===== src/rtl/proc_pkg.sv =====
// Shared definitions for the simple processor: opcode constants, the
// memory-control FSM state type and the default datapath widths. Used by the
// memory control unit, the ULA and the RAM models.
package proc_pkg;

  // Default widths
  localparam int DEF_DATA_W  = 8;
  localparam int DEF_ADDR_W  = 4;
  localparam int DEF_OPC_W   = 4;
  localparam int DEF_OPND_W  = 4;
  localparam int DEF_MEM_LAT = 1;

  // Width of the read-latency down-counter (covers MEM_LAT 1..15)
  localparam int LAT_CNT_W = 4;

  // Memory-access opcodes; every other value is a NOP/ULA instruction
  localparam logic [3:0] OP_STORE = 4'b1100;
  localparam logic [3:0] OP_LOAD  = 4'b1101;
  localparam logic [3:0] OP_LOADI = 4'b1110;

  typedef enum logic [2:0] {
    ST_IDLE,
    ST_STORE,
    ST_LOAD_RD,
    ST_LOAD_WAIT,
    ST_DONE
  } uc_state_t;

endpackage


===== src/rtl/unidade_controle_mem.sv =====
// Memory-access control unit. Accepts one decoded instruction per
// valid/ready handshake and sequences a RAM store, a RAM load with a
// configurable read latency, an immediate load, or a no-op, then pulses done.
//
// Ports:
//   clock, reset_n      single clock, asynchronous active-low reset
//   enable              0 freezes FSM, latency counter and all registers
//   instr_valid/ready   instruction handshake (ready = unit idle)
//   opcode, operando    instruction; operando is RAM address or immediate
//   reg_saida_ula       store data source (ULA result register)
//   rd, we              registered RAM read / write strobes
//   end_mem             RAM address
//   data_in_mem         RAM write data
//   data_out_mem        RAM read data
//   reg_saida_mem       loaded value towards register A
//   done                one-cycle retire pulse
module unidade_controle_mem
  import proc_pkg::*;
#(
  parameter int DATA_W  = DEF_DATA_W,
  parameter int ADDR_W  = DEF_ADDR_W,
  parameter int OPC_W   = DEF_OPC_W,
  parameter int OPND_W  = DEF_OPND_W,
  parameter int MEM_LAT = DEF_MEM_LAT
) (
  input  logic              clock,
  input  logic              reset_n,
  input  logic              enable,
  input  logic              instr_valid,
  output logic              instr_ready,
  input  logic [OPC_W-1:0]  opcode,
  input  logic [OPND_W-1:0] operando,
  input  logic [DATA_W-1:0] reg_saida_ula,
  output logic              rd,
  output logic              we,
  output logic [ADDR_W-1:0] end_mem,
  output logic [DATA_W-1:0] data_in_mem,
  input  logic [DATA_W-1:0] data_out_mem,
  output logic [DATA_W-1:0] reg_saida_mem,
  output logic              done
);

  if (ADDR_W != OPND_W) begin : g_chk_addr
    $error("unidade_controle_mem: ADDR_W must equal OPND_W");
  end
  if (MEM_LAT < 1 || MEM_LAT > 15) begin : g_chk_lat
    $error("unidade_controle_mem: MEM_LAT must be in 1..15");
  end

  localparam logic [OPC_W-1:0]     OPC_STORE = OPC_W'(OP_STORE);
  localparam logic [OPC_W-1:0]     OPC_LOAD  = OPC_W'(OP_LOAD);
  localparam logic [OPC_W-1:0]     OPC_LOADI = OPC_W'(OP_LOADI);
  localparam logic [LAT_CNT_W-1:0] LAT       = LAT_CNT_W'(MEM_LAT);

  uc_state_t            state;
  uc_state_t            state_next;
  logic [LAT_CNT_W-1:0] lat_cnt;

  logic accept;
  logic is_store;
  logic is_load;
  logic is_loadi;
  logic lat_last;

  logic rd_next;
  logic we_next;
  logic done_next;
  logic ready_next;

  // Instruction decode and handshake
  always_comb begin
    is_store = (opcode == OPC_STORE);
    is_load  = (opcode == OPC_LOAD);
    is_loadi = (opcode == OPC_LOADI);
    accept   = enable & instr_valid & (state == ST_IDLE);
    lat_last = (lat_cnt <= LAT_CNT_W'(1));
  end

  // Next-state logic; enable low keeps the current state
  always_comb begin
    state_next = state;
    if (enable) begin
      unique case (state)
        ST_IDLE: begin
          if (instr_valid) begin
            if (is_store)     state_next = ST_STORE;
            else if (is_load) state_next = ST_LOAD_RD;
            else              state_next = ST_DONE;
          end
        end
        ST_STORE:     state_next = ST_DONE;
        ST_LOAD_RD:   state_next = ST_LOAD_WAIT;
        ST_LOAD_WAIT: if (lat_last) state_next = ST_DONE;
        ST_DONE:      state_next = ST_IDLE;
        default:      state_next = ST_IDLE;
      endcase
    end
  end

  // Outputs are decoded from the next state and registered, so the strobes
  // and done come straight from flops and are aligned with the state they
  // belong to. A frozen state naturally holds (stretches) them.
  always_comb begin
    rd_next    = (state_next == ST_LOAD_RD);
    we_next    = (state_next == ST_STORE);
    done_next  = (state_next == ST_DONE);
    ready_next = (state_next == ST_IDLE);
  end

  // State and control-output registers
  always_ff @(posedge clock or negedge reset_n) begin
    if (!reset_n) begin
      state       <= ST_IDLE;
      rd          <= 1'b0;
      we          <= 1'b0;
      done        <= 1'b0;
      instr_ready <= 1'b1;
    end else if (enable) begin
      state       <= state_next;
      rd          <= rd_next;
      we          <= we_next;
      done        <= done_next;
      instr_ready <= ready_next;
    end
  end

  // Datapath registers and read-latency counter. The operand is captured
  // directly into end_mem for memory opcodes, so end_mem holds its value
  // after the access; LOADI/NOP leave it untouched.
  always_ff @(posedge clock or negedge reset_n) begin
    if (!reset_n) begin
      end_mem       <= '0;
      data_in_mem   <= '0;
      reg_saida_mem <= '0;
      lat_cnt       <= '0;
    end else if (enable) begin
      if (accept && (is_store || is_load)) begin
        end_mem <= ADDR_W'(operando);
      end
      if (accept && is_store) begin
        data_in_mem <= reg_saida_ula;
      end
      if (accept && is_loadi) begin
        reg_saida_mem <= DATA_W'(operando);
      end
      if (state == ST_LOAD_RD) begin
        lat_cnt <= LAT;
      end else if (state == ST_LOAD_WAIT) begin
        lat_cnt <= lat_cnt - LAT_CNT_W'(1);
        if (lat_last) begin
          reg_saida_mem <= data_out_mem;
        end
      end
    end
  end

endmodule


===== config.mk =====
export PLATFORM = sky130hd
export DESIGN_NAME = unidade_controle_mem
export DESIGN_NICKNAME = d
export VERILOG_FILES = /design/src/rtl/proc_pkg.sv /design/src/rtl/unidade_controle_mem.sv
export SDC_FILE = /design/constraint.sdc
export NUM_CORES = 1
export LEC_CHECK = 0
export ABC_AREA = 1
export CAP_MARGIN = 20
export CORE_ASPECT_RATIO = 0.5
export CORE_MARGIN = 2
export CORE_UTILIZATION = 30
export CTS_CLUSTER_SIZE = 20
export DETAILED_ROUTE_END_ITERATION = 8
export MAX_ROUTING_LAYER = met4
export PLACE_DENSITY = 0.68
export SLEW_MARGIN = 10
export SYNTH_ARGS = -nofsm -noshare
export SYNTH_HDL_FRONTEND = slang
export SYNTH_SLANG_ARGS = --single-unit

===== constraint.sdc =====
create_clock -name clock -period 1.25 [get_ports clock]
set_input_delay 0.25 -clock clock [delete_from_list [all_inputs] [get_ports clock]]
set_output_delay 0.25 -clock clock [all_outputs]
set_load 0.005 [all_outputs]

# Word level (Yosys, flattened, before mapping)

Cells that the tools add are included.
W data, S select, Z words.

Register bits: 31
Output and inout bits: 24
Word-level logic and storage cells: 44

Add/sub/neg operators: 1
Magnitude comparators: 1
Equality and inequality tests: 9
Mux-type cells: 12
Bitwise logic cells: 2
Reduce and logical (&&, ||, !) cells: 10

Operator list:

| operator              | count |
|---|---|
| $mux W8               | 4 |
| $mux W3               | 5 |
| $eq A4 B4 Y1 const B  | 3 |
| $pmux W3 S4           | 1 |
| $eq A3 B2 Y1 const B  | 3 |
| $mux W4               | 2 |
| $eq A3 B1 Y1 const B  | 2 |
| $logic_not A3 Y1      | 2 |
| $reduce_and A2 Y1     | 3 |
| $le A4 B1 Y1 const B  | 1 |
| $sub A4 B1 Y4 const B | 1 |
| $eq A3 B3 Y1 const B  | 1 |
| $logic_and A1 B1 Y1   | 3 |
| $and A1 B1 Y1         | 2 |
| $reduce_bool A2 Y1    | 1 |
| $logic_or A1 B1 Y1    | 1 |

# Depth between registers and ports, before layout

Depth in word-level cells: 7
Depth in mapped cells: 10

# Worst setup path before layout

Ideal clock, no wire load.

Path kind: register to register
Start point: register lat_cnt[0]
End point: register rd
Library setup time: 117 ps
Arrival time: 1,228 ps
Required time: 1,133 ps
Slack: -96 ps
Stages on the path, launching flop included: 10
Period minus slack after synthesis: 1,346 ps
Cell sequence: dfrtp_1 inv_1 ha_1 nor2_1 nor2_1 nand3_1 nand3_1 a21oi_1 nand3_1 nand2_1

Cells in the longest elaborated chain, start to end: 5

RTL lines:

| what                     | RTL line                    | text |
|---|---|---|
| start: declaration       | unidade_controle_mem.sv:57  | `logic [LAT_CNT_W-1:0] lat_cnt;` |
| start signal: assignment | unidade_controle_mem.sv:149 | `lat_cnt <= lat_cnt - LAT_CNT_W'(1);` |
| $le A4 B1 Y1             | unidade_controle_mem.sv:76  | `lat_last = (lat_cnt <= LAT_CNT_W'(1));` |
| $mux W3                  | unidade_controle_mem.sv:93  | `ST_LOAD_WAIT: if (lat_last) state_next = ST_DONE;` |
| $pmux W3 S4              | unidade_controle_mem.sv:83  | `unique case (state)` |
| $mux W3                  | unidade_controle_mem.sv:82  | `if (enable) begin` |
| $eq A3 B2 Y1             | unidade_controle_mem.sv:104 | `rd_next = (state_next == ST_LOAD_RD);` |
| end signal: assignment   | unidade_controle_mem.sv:120 | `rd <= rd_next;` |
| end: declaration         | unidade_controle_mem.sv:34  | `output logic rd,` |

Every way passes these cells.
A chain may end at the register's enable or synchronous reset.

# Final worst setup path

Start point: register state[2]
End point: register data_in_mem[5]

Cells in the longest elaborated chain, start to end: 4

RTL lines:

| what                        | RTL line                    | text |
|---|---|---|
| start: declaration          | unidade_controle_mem.sv:55  | `uc_state_t state;` |
| start signal: assignment    | unidade_controle_mem.sv:119 | `state <= state_next;` |
| $logic_not A3 Y1            | unidade_controle_mem.sv:75  | `accept = enable & instr_valid & (state == ST_IDLE);` |
| $and A1 B1 Y1               | unidade_controle_mem.sv:75  |  |
| $logic_and A1 B1 Y1         | unidade_controle_mem.sv:140 | `if (accept && is_store) begin` |
| $reduce_and A2 Y1 (no line) | -                           |  |
| end signal: assignment      | unidade_controle_mem.sv:141 | `data_in_mem <= reg_saida_ula;` |
| end: declaration            | unidade_controle_mem.sv:37  | `output logic [DATA_W-1:0] data_in_mem,` |

Every way passes these cells.

==> PnR_summary.wiki <==
{| class="wikitable"
! Metric !! Value
|-
| Final setup fails || 29
|-
| Count of vias placed by the detailed router || 1300
|-
| GRT busiest layer || met2
|-
| Critical path's largest stage delay || 0.45 ns
|-
| Net switching power || 1.408 mW
|-
| Number of vias per cell || 4.319
|-
| Family with the most delay on the worst path || simple AND/OR/NAND/NOR gates
|-
| Clock tree from TritonCTS || yes
|-
| Post-CTS clock slew at the launch and capture registers of the worst setup and hold paths || 0.07 ns
|-
| Placer congestion estimate || 0.7909
|-
| Leading post-synthesis cells by cell area || sky130_fd_sc_hd__dfrtp_1 50%, sky130_fd_sc_hd__mux2_4 12%, sky130_fd_sc_hd__nand2_1 5.5%
|-
| Number of violations reported at the end of detailed-routing iteration 0 || 25
|-
| Area of the core region || 4887 sq um
|-
| Site Rows || 18
|-
| Cell taking the most area after synthesis || sky130_fd_sc_hd__dfrtp_1
|-
| GR Util met1 || 16.26%
|-
| Min Tclk post-route || 1.427 ns
|-
| Count of cell types in the netlist || 26
|-
| Sequential group share of total power || 34.7%
|-
| Final HPWL from detailed placement || 2.617 mm
|-
| Unrepaired setup endpoints after global routing || true
|-
| Outcome || finished, violations left
|-
| Number of synthesized flops with an enable pin || 0
|-
| Total I/O pin count || 52
|-
| Total number of clock tree sinks || 31
|-
| Total power per unit cell area || 1720 nW/um^2
|-
| Synth-to-Final Area Change || 70.46%
|-
| Endpoint type of the worst setup path || flop
|-
| Failing checks || setup timing
|-
| Signal arrival time at the worst endpoint || 1.59 ns
|-
| Most frequent cell after synthesis || sky130_fd_sc_hd__dfrtp_1
|-
| Most frequent cells after synthesis || 30 x sky130_fd_sc_hd__dfrtp_1, 22 x sky130_fd_sc_hd__nand2_1, 21 x sky130_fd_sc_hd__nor2_1
|-
| Fraction of power consumed by combinational cells || 41.9%
|-
| H-tree depth reported by CTS || 2
|-
| Maximum fanout encountered on the critical timing path || 9
|-
| Number of buffers inserted for hold repair after clock tree synthesis || 0
|-
| Average wire length per cell after detail routing || 12.66 um
|-
| Combined area of all synthesized cells || 1508 sq um
|-
| Ratio of final minimum period to clock period || 114.2%
|-
| Storage cell area || 778.2 sq um
|-
| Number of hold violations in the final report || 0
|-
| Seq/Total Area, Yosys || 51.54%
|-
| Clk_lat worst skew || 0.28 ns
|-
| Clock Power Share || 23.3%
|-
| Largest voltage drop on the vdd net || 508.0 uV
|-
| Cell count after synthesis || 147
|-
| Antenna violations before repair || 0
|-
| Final wirelength || 3.810 mm
|-
| Leak pwr || 1.346 nW
|-
| Classification of the worst-slack hold path || in2async
|-
| Count of input and output buffers || 51
|-
| Slew HR || 78.69%
|-
| Post-Syn Area per Cell || 10.26 sq um
|-
| Worst Clk Skew || 0.005838 ns
|-
| WP data required || 1.42 ns
|-
| Met2 demand-to-capacity share in global routing || 22.48%
|-
| Min setup slack post-route || -0.1769 ns
|-
| Buffer levels on the longest clock path || 2
|-
| Antenna diodes || 0
|-
| Count of yosys warnings during synthesis || 0
|-
| Remaining DRCs || 0
|-
| Cts bufs inserted || 5
|-
| Overflow left after global routing || 0
|-
| Clock tree root buffer cell || sky130_fd_sc_hd__clkbuf_8
|-
| Starting density of the core || 30.85%
|-
| ANT nets after route || 0
|-
| Largest net degree at the start of global routing || 32
|-
| Global-route wire length before repair || 5.568 mm
|-
| Number of pins exceeding their max-slew limit in the final report || 0
|-
| Die area || 5643 sq um
|-
| Yosys top cell area share || 49.79%
|-
| Setup Total Neg Slack || -3.614 ns
|-
| Net count after synthesis || 177
|-
| Net Sw Frac || 31.86%
|-
| Number of flip-flops and latches in the synthesized netlist || 31
|-
| Critical path class || reg2reg
|-
| Die height || 54.13 um
|-
| Buf+Inv Stages, Crit Path || 0
|-
| Die W || 104.3 um
|-
| Met3 track demand over resource || 2.663%
|-
| Nets || 260
|-
| Sort of element at the start of the critical path || flop
|-
| Internal power consumption || 3.012 mW
|-
| Global router's overall resource usage || 13.08%
|-
| Crit path top cell by count || sky130_fd_sc_hd__nor2_4
|-
| Number of max-cap violations || 0
|-
| Ys flop type || sky130_fd_sc_hd__dfrtp_1
|-
| Multi-input combinational cell area || 819.5 sq um
|-
| Critical-path cell with the highest stage delay || sky130_fd_sc_hd__dfrtp_2
|-
| Fill cells || 411
|-
| Number of detailed-routing iterations run before antenna repair || 5
|-
| Fmax || 0.7008 GHz
|-
| Proportion of layout cells with a drive suffix above 1 || 40.69%
|-
| Slew at the pin with the worst max-slew slack || 0.3173 ns
|-
| Cell chain of the critical path || nor2_4 > nand3_4 > nor2_4 > nand2_4 > mux2_4
|-
| FFs w/ async S/R, synth || 100.0%
|-
| Vias in the first global route || 1234
|-
| WHS || 0.3270 ns
|-
| Utilization after layout || 52.59%
|}
## area by class of cell
type,instances,share of cell area (%)
multi-input combinational,98,31.89
sequential,31,30.28
inverter,18,2.921
clock buffer,6,3.213
tap,70,3.408
timing repair buffer,76,26.92
clock inverter,2,1.363
## path summary, 6_finish.rpt
check	from	to	slack [ns]	cells past startpoint
min in group clock	instr_ready	instr_ready	0.48	2
max in group asynchronous	reset_n	instr_ready	0.69	2
hold reg to reg	instr_ready	instr_ready	0.48	2
hold / removal	reset_n	lat_cnt[1]	0.33	2
setup reg to reg	state[2]	data_in_mem[5]	-0.18	5
setup / recovery	state[2]	data_in_mem[5]	-0.18	5
## metal layers
| metal | part of all wire, % | routed length [um] | vias to the layer above |
|---|---|---|---|
| met4 | 0.39 | 15 | 0 |
| met3 | 2.4 | 91 | 2 |
| li1 | - | - | 641 |
| met1 | 45 | 1725 | 638 |
| met2 | 52 | 1978 | 19 |
| met5 | 0 | 0 | - |
## kinds of logic (layout without fill, tap and decap cells)
kind of cell,count (synthesis),count (layout),synth area share (%)
adders and majority gates,2,2,1.659
AOI/OAI and AO/OA,12,12,4.647
buffers and inverters,19,102,4.813
xor gates and xnor gates,1,1,0.5810
DFF,31,31,51.54
and+or+nand+nor,70,71,24.81
muxes,12,12,11.95
## through the flow
step / std cells / power (mW) / instance area [sq um] / setup WS [ns]
after detailed placement: 284 / 3.104 / 2260 / -0.4172
after global routing: 301 / 4.702 / 2570 / -0.2609
final: 301 / 4.420 / 2570 / -0.1769
after floorplan: 147 / 2.221 / 1526 / -0.07770
after CTS: 299 / 4.158 / 2430 / -0.1599
after global placement: 284 / 3.068 / 2260 / -0.4050
## power groups by stage
stage	Clock, mW	Combinational [mW]	Sequential [mW]
floorplan	0	0.693	1.53
global placement	0	1.54	1.53
detailed placement	0	1.57	1.53
CTS	1.05	1.59	1.52
global route	1.10	2.03	1.58
finish	1.03	1.85	1.53
## flip-flops by register name, indices dropped and copies added, names as in the netlist
signal,count
rd,1
done,1
data_in_mem,8
lat_cnt,4
state,3
reg_saida_mem,8
we,1
instr_ready,1
end_mem,4
## placed cells by master, fill, tap and decap left out, types with 3 or more instances in the layout
cell type / n
sky130_fd_sc_hd__buf_6: 4
sky130_fd_sc_hd__inv_2: 9
sky130_fd_sc_hd__dlygate4sd2_1: 23
sky130_fd_sc_hd__nand3_2: 3
sky130_fd_sc_hd__inv_1: 6
sky130_fd_sc_hd__nand3_1: 8
sky130_fd_sc_hd__nand2_4: 4
sky130_fd_sc_hd__mux2_4: 12
sky130_fd_sc_hd__inv_4: 3
sky130_fd_sc_hd__clkdlybuf4s50_1: 27
sky130_fd_sc_hd__dfrtp_1: 29
sky130_fd_sc_hd__nand3_4: 3
sky130_fd_sc_hd__nor2_4: 5
sky130_fd_sc_hd__clkbuf_8: 6
sky130_fd_sc_hd__nand2_2: 4
sky130_fd_sc_hd__nand2_1: 18
sky130_fd_sc_hd__buf_4: 20
sky130_fd_sc_hd__nor2_1: 19
## timing repair
item,4_1_cts,5_1_grt
pin swaps,8,12
setup buffers,7,1
cloned,0,1
gates resized for setup,35,31
endpoints found under the setup margin,53,31
Power figures use the tool's default switching activity.
==> patch 1: new RTL, same flow settings <==
Make the reset (`reset_n`) synchronous in 2 clocked blocks. Comments in the files are not updated.
--- a/src/rtl/unidade_controle_mem.sv
+++ b/src/rtl/unidade_controle_mem.sv
@@ -108,7 +108,7 @@
   end
 
   // State and control-output registers
-  always_ff @(posedge clock or negedge reset_n) begin
+  always_ff @(posedge clock) begin
     if (!reset_n) begin
       state       <= ST_IDLE;
       rd          <= 1'b0;
@@ -127,7 +127,7 @@
   // Datapath registers and read-latency counter. The operand is captured
   // directly into end_mem for memory opcodes, so end_mem holds its value
   // after the access; LOADI/NOP leave it untouched.
-  always_ff @(posedge clock or negedge reset_n) begin
+  always_ff @(posedge clock) begin
     if (!reset_n) begin
       end_mem       <= '0;
       data_in_mem   <= '0;
Function: differs if reset_n is asserted again (counterexample within 4 cycles, from zero or initial values and one cycle with reset_n low); with reset_n held inactive, the same outputs for 10 cycles.
==> patch 1 against the original RTL <==
- the run still ends with setup timing left
- routed wire length up 4.3%
- synthesized area down 6.2%
- final area shrank 1.0%
- die area fell by 5.9%
- setup slack better by 74 ps
- sequential cell count did not move
- critical path type unchanged
- largest cell class unchanged
Power is not compared: it rests on default switching activity, and its combinational part moved more than twofold at a synthesized area within 25%.
==> patch 1: results (changes against the original RTL) <==
The proportion of synthesized chip area in sequential cells was 43.9% (-7.6 points); the number of optimization iterations in the first detailed-route pass was 4 (-1). For the number of nets produced by synthesis, the log shows 216 (+22%). The final reports fail on setup timing. The count of non-CTS inverters in the layout came out at 22 (+4).

Filler cell count in the final layout: 400 (-2.7%). For the post-route worst setup slack, the log shows -103 ps (+74.2 ps). The aggregate global-route resource usage is 15.1% (+2.1 points).

The largest individual stage delay along the critical path comes from the cell sky130_fd_sc_hd__dfxtp_4. The run gives 131 (+34%) as the number of combinational gates with multiple inputs. The run finished, with violations left. The compound-gate portion of the synthesized area is 14.5% (+9.9 points), and the number of DRC violations after detailed-routing iteration 0 is 45 (+80%). The largest fanout on the critical path is 6 (-3). For the post-route clock skew, the log shows 3.63 ps (-2.21 ps). Critical path endpoint: data_in_mem[7]. The share of final layout cell area taken by clock buffers and inverters was 4.62% (+0.047 points). The post-synthesis xor/xnor area fraction is 0.619% (+0.039 points), and the routed metal-1 wire length is 1.77 mm (+2.5%).

The biggest cell delay along the critical path is 360 ps (-90 ps). The area occupied by multi-input gates came out at 920 sq um (+12%). Number of global-route vias before repair: 1473 (+19%). The cell depth of the worst flop-to-flop path was 8 (+3). The tools report the met3 usage in global routing as 3.33% (+0.67 points).

For the number of setup violations in the final report, the log shows 19 (-34%).
patch 1: cell types whose count changed after synthesis, moves of 6 or more:
cell and delta:
sky130_fd_sc_hd__dfxtp_1 +31, sky130_fd_sc_hd__dfrtp_1 -30, sky130_fd_sc_hd__o21ai_0 +17, sky130_fd_sc_hd__a21oi_1 +16, sky130_fd_sc_hd__mux2_4 -12, sky130_fd_sc_hd__nor2_1 +8, sky130_fd_sc_hd__nand3_1 +6
patch 1: metrics by stage:
step | area (sq um) | instances | total power, W | hold WS [ps] | setup slack [ps]
after floorplan | 1450 | 186 | 0.00113 | 385 | -11.7
after global placement | 2170 | 311 | 0.00129 | 450 | -354
after detailed placement | 2170 | 311 | 0.00129 | 458 | -381
after CTS | 2410 | 322 | 0.00233 | 464 | -101
after global routing | 2540 | 326 | 0.00244 | 457 | -181
final | 2540 | 326 | 0.00233 | 437 | -103
patch 1: repair_timing:
action	CTS	global route
buffers inserted	2	5
endpoints found under the setup margin	44	30
cloned	1	0
hold buffers	0	0
pin swaps	27	19
resized for setup	78	32
==> patch 2: new RTL, config.mk and constraints unchanged <==
Without the edit above. `LAT_CNT_W`: 4 -> 6.
--- a/src/rtl/proc_pkg.sv
+++ b/src/rtl/proc_pkg.sv
@@ -11,7 +11,7 @@
   localparam int DEF_MEM_LAT = 1;
 
   // Width of the read-latency down-counter (covers MEM_LAT 1..15)
-  localparam int LAT_CNT_W = 4;
+  localparam int LAT_CNT_W = 6;
 
   // Memory-access opcodes; every other value is a NOP/ULA instruction
   localparam logic [3:0] OP_STORE = 4'b1100;
Behaviour: same outputs for any inputs over 10 cycles, from zero or initial values and one cycle with reset_n low; that may be too few to reach the edited logic, so the function may still have changed.
==> patch 2 against the original RTL <==
- the flow still finishes with violations (setup timing)
- hold slack improved by 9.6 ps
- final area increased by 10%
- total power up 9.5%
- clock skew about the same
- routed wire length rose by 17%
- synthesized area increased by 8.0%
- sequential cell count rose by 2
- setup slack worse by 60 ps
- critical endpoint is now rd
- largest cell class unchanged
==> patch 2: results (changes against the original RTL) <==
The run finished, with violations left. The logs give 34.1% (-0.6 points) for the portion of total power attributed to sequential cells and 29 (unchanged) for the number of setup violations in the final report. Count of non-CTS inverters in the layout: 20 (+2). The final-layout non-clock buffer area share works out to 28.4% (+1.5 points). The logs give 0.00161 W (+15%) for the power dissipated by switching net loads and -237 ps (-60.0 ps) for the post-route worst setup slack. Worst slack at placement: -474 ps (-56.4 ps). The tools report the total negative slack as -4160 ps (-550 ps).

The number of global-route vias before repair came out at 1582 (+28%). The checks that failed: setup timing. The buffer count excluding the clock tree in the final layout is 88 (+16%). The post-detailed-routing wire length came out at 4.45 mm (+17%). Library cell contributing the largest single delay on the critical path: sky130_fd_sc_hd__dfrtp_1. The post-placement cell area came out at 2490 sq um (+10%). Worst max-slew margin expressed relative to the limit: 82.9% (+4.2 points). The number of distinct library cells after synthesis was 27 (+3.8%); the post-route clock skew was 5.55 ps (-0.291 ps). In the synthesized netlist, the cells that appear most often are 32 x sky130_fd_sc_hd__dfrtp_1, 30 x sky130_fd_sc_hd__nand2_1, 18 x sky130_fd_sc_hd__nor2_1.

The share of cell area taken by muxes after synthesis works out to 10.1% (-1.8 points). The wire length of the first global-routing pass was 7.33 mm (+32%); the largest fanout on the critical path was 4 (-5). In the post-synthesis netlist, the biggest area contributors are sky130_fd_sc_hd__dfrtp_1 49%, sky130_fd_sc_hd__mux2_4 7.4%, sky130_fd_sc_hd__nand2_1 6.9%, sky130_fd_sc_hd__nor2_1 4.2%, sky130_fd_sc_hd__nand3_1 3.1%.

The power attributed to combinational cells came out at 0.00221 W (+19%). The arithmetic-cell share of the synthesized area counting full adders, half adders and majority gates was 1.54% (-0.12 points). The run gives 53 (+110%) as the number of DRC violations after detailed-routing iteration 0.

The proportion of synthesized chip area in sequential cells is 50.8% (-0.73 points), and the final core utilization is 55.9% (+3.3 points). Biggest cell delay along the critical path: 390 ps (-60 ps). The total power density per cell area came out at 1710 nW/um^2 (-0.69%). The logs give 15.8% (+2.7 points) for the aggregate global-route resource usage and 1710 ps (+120 ps) for the data arrival at the endpoint of the critical path. In the final layout, the registers with the most flip-flops are data_in_mem: 8 flops, reg_saida_mem: 8 flops, lat_cnt: 6 flops. The count of placed standard cells including taps is 318 (+12%).
==> patch 2: repair_timing <==
item	CTS	global route
endpoints found under the setup margin	54	30
buffers inserted	7	1
pin swaps	7	10
gates cloned	1	0
resized for setup	46	25
==> patch 2: worst paths after layout <==
path | cells after the start | slack [ps] | from | end
hold reg to reg | 2 | 470 | instr_ready | instr_ready
setup / recovery | 10 | -240 | lat_cnt[1] | rd
hold / removal | 2 | 340 | reset_n | reg_saida_mem[5]
max in group asynchronous | 2 | 670 | reset_n | instr_ready
setup reg to reg | 10 | -240 | lat_cnt[1] | rd
min in group clock | 2 | 470 | instr_ready | instr_ready
==> patch 2: layer usage <==
layer  vias up  GRT usage (%)  share of wire [%]
li1        756              -                  -
met1       737           19.7                 43
met2        27           26.3                 52
met3         7           2.81                3.8
met4         0           4.58                1.1
met5         -              -                  0
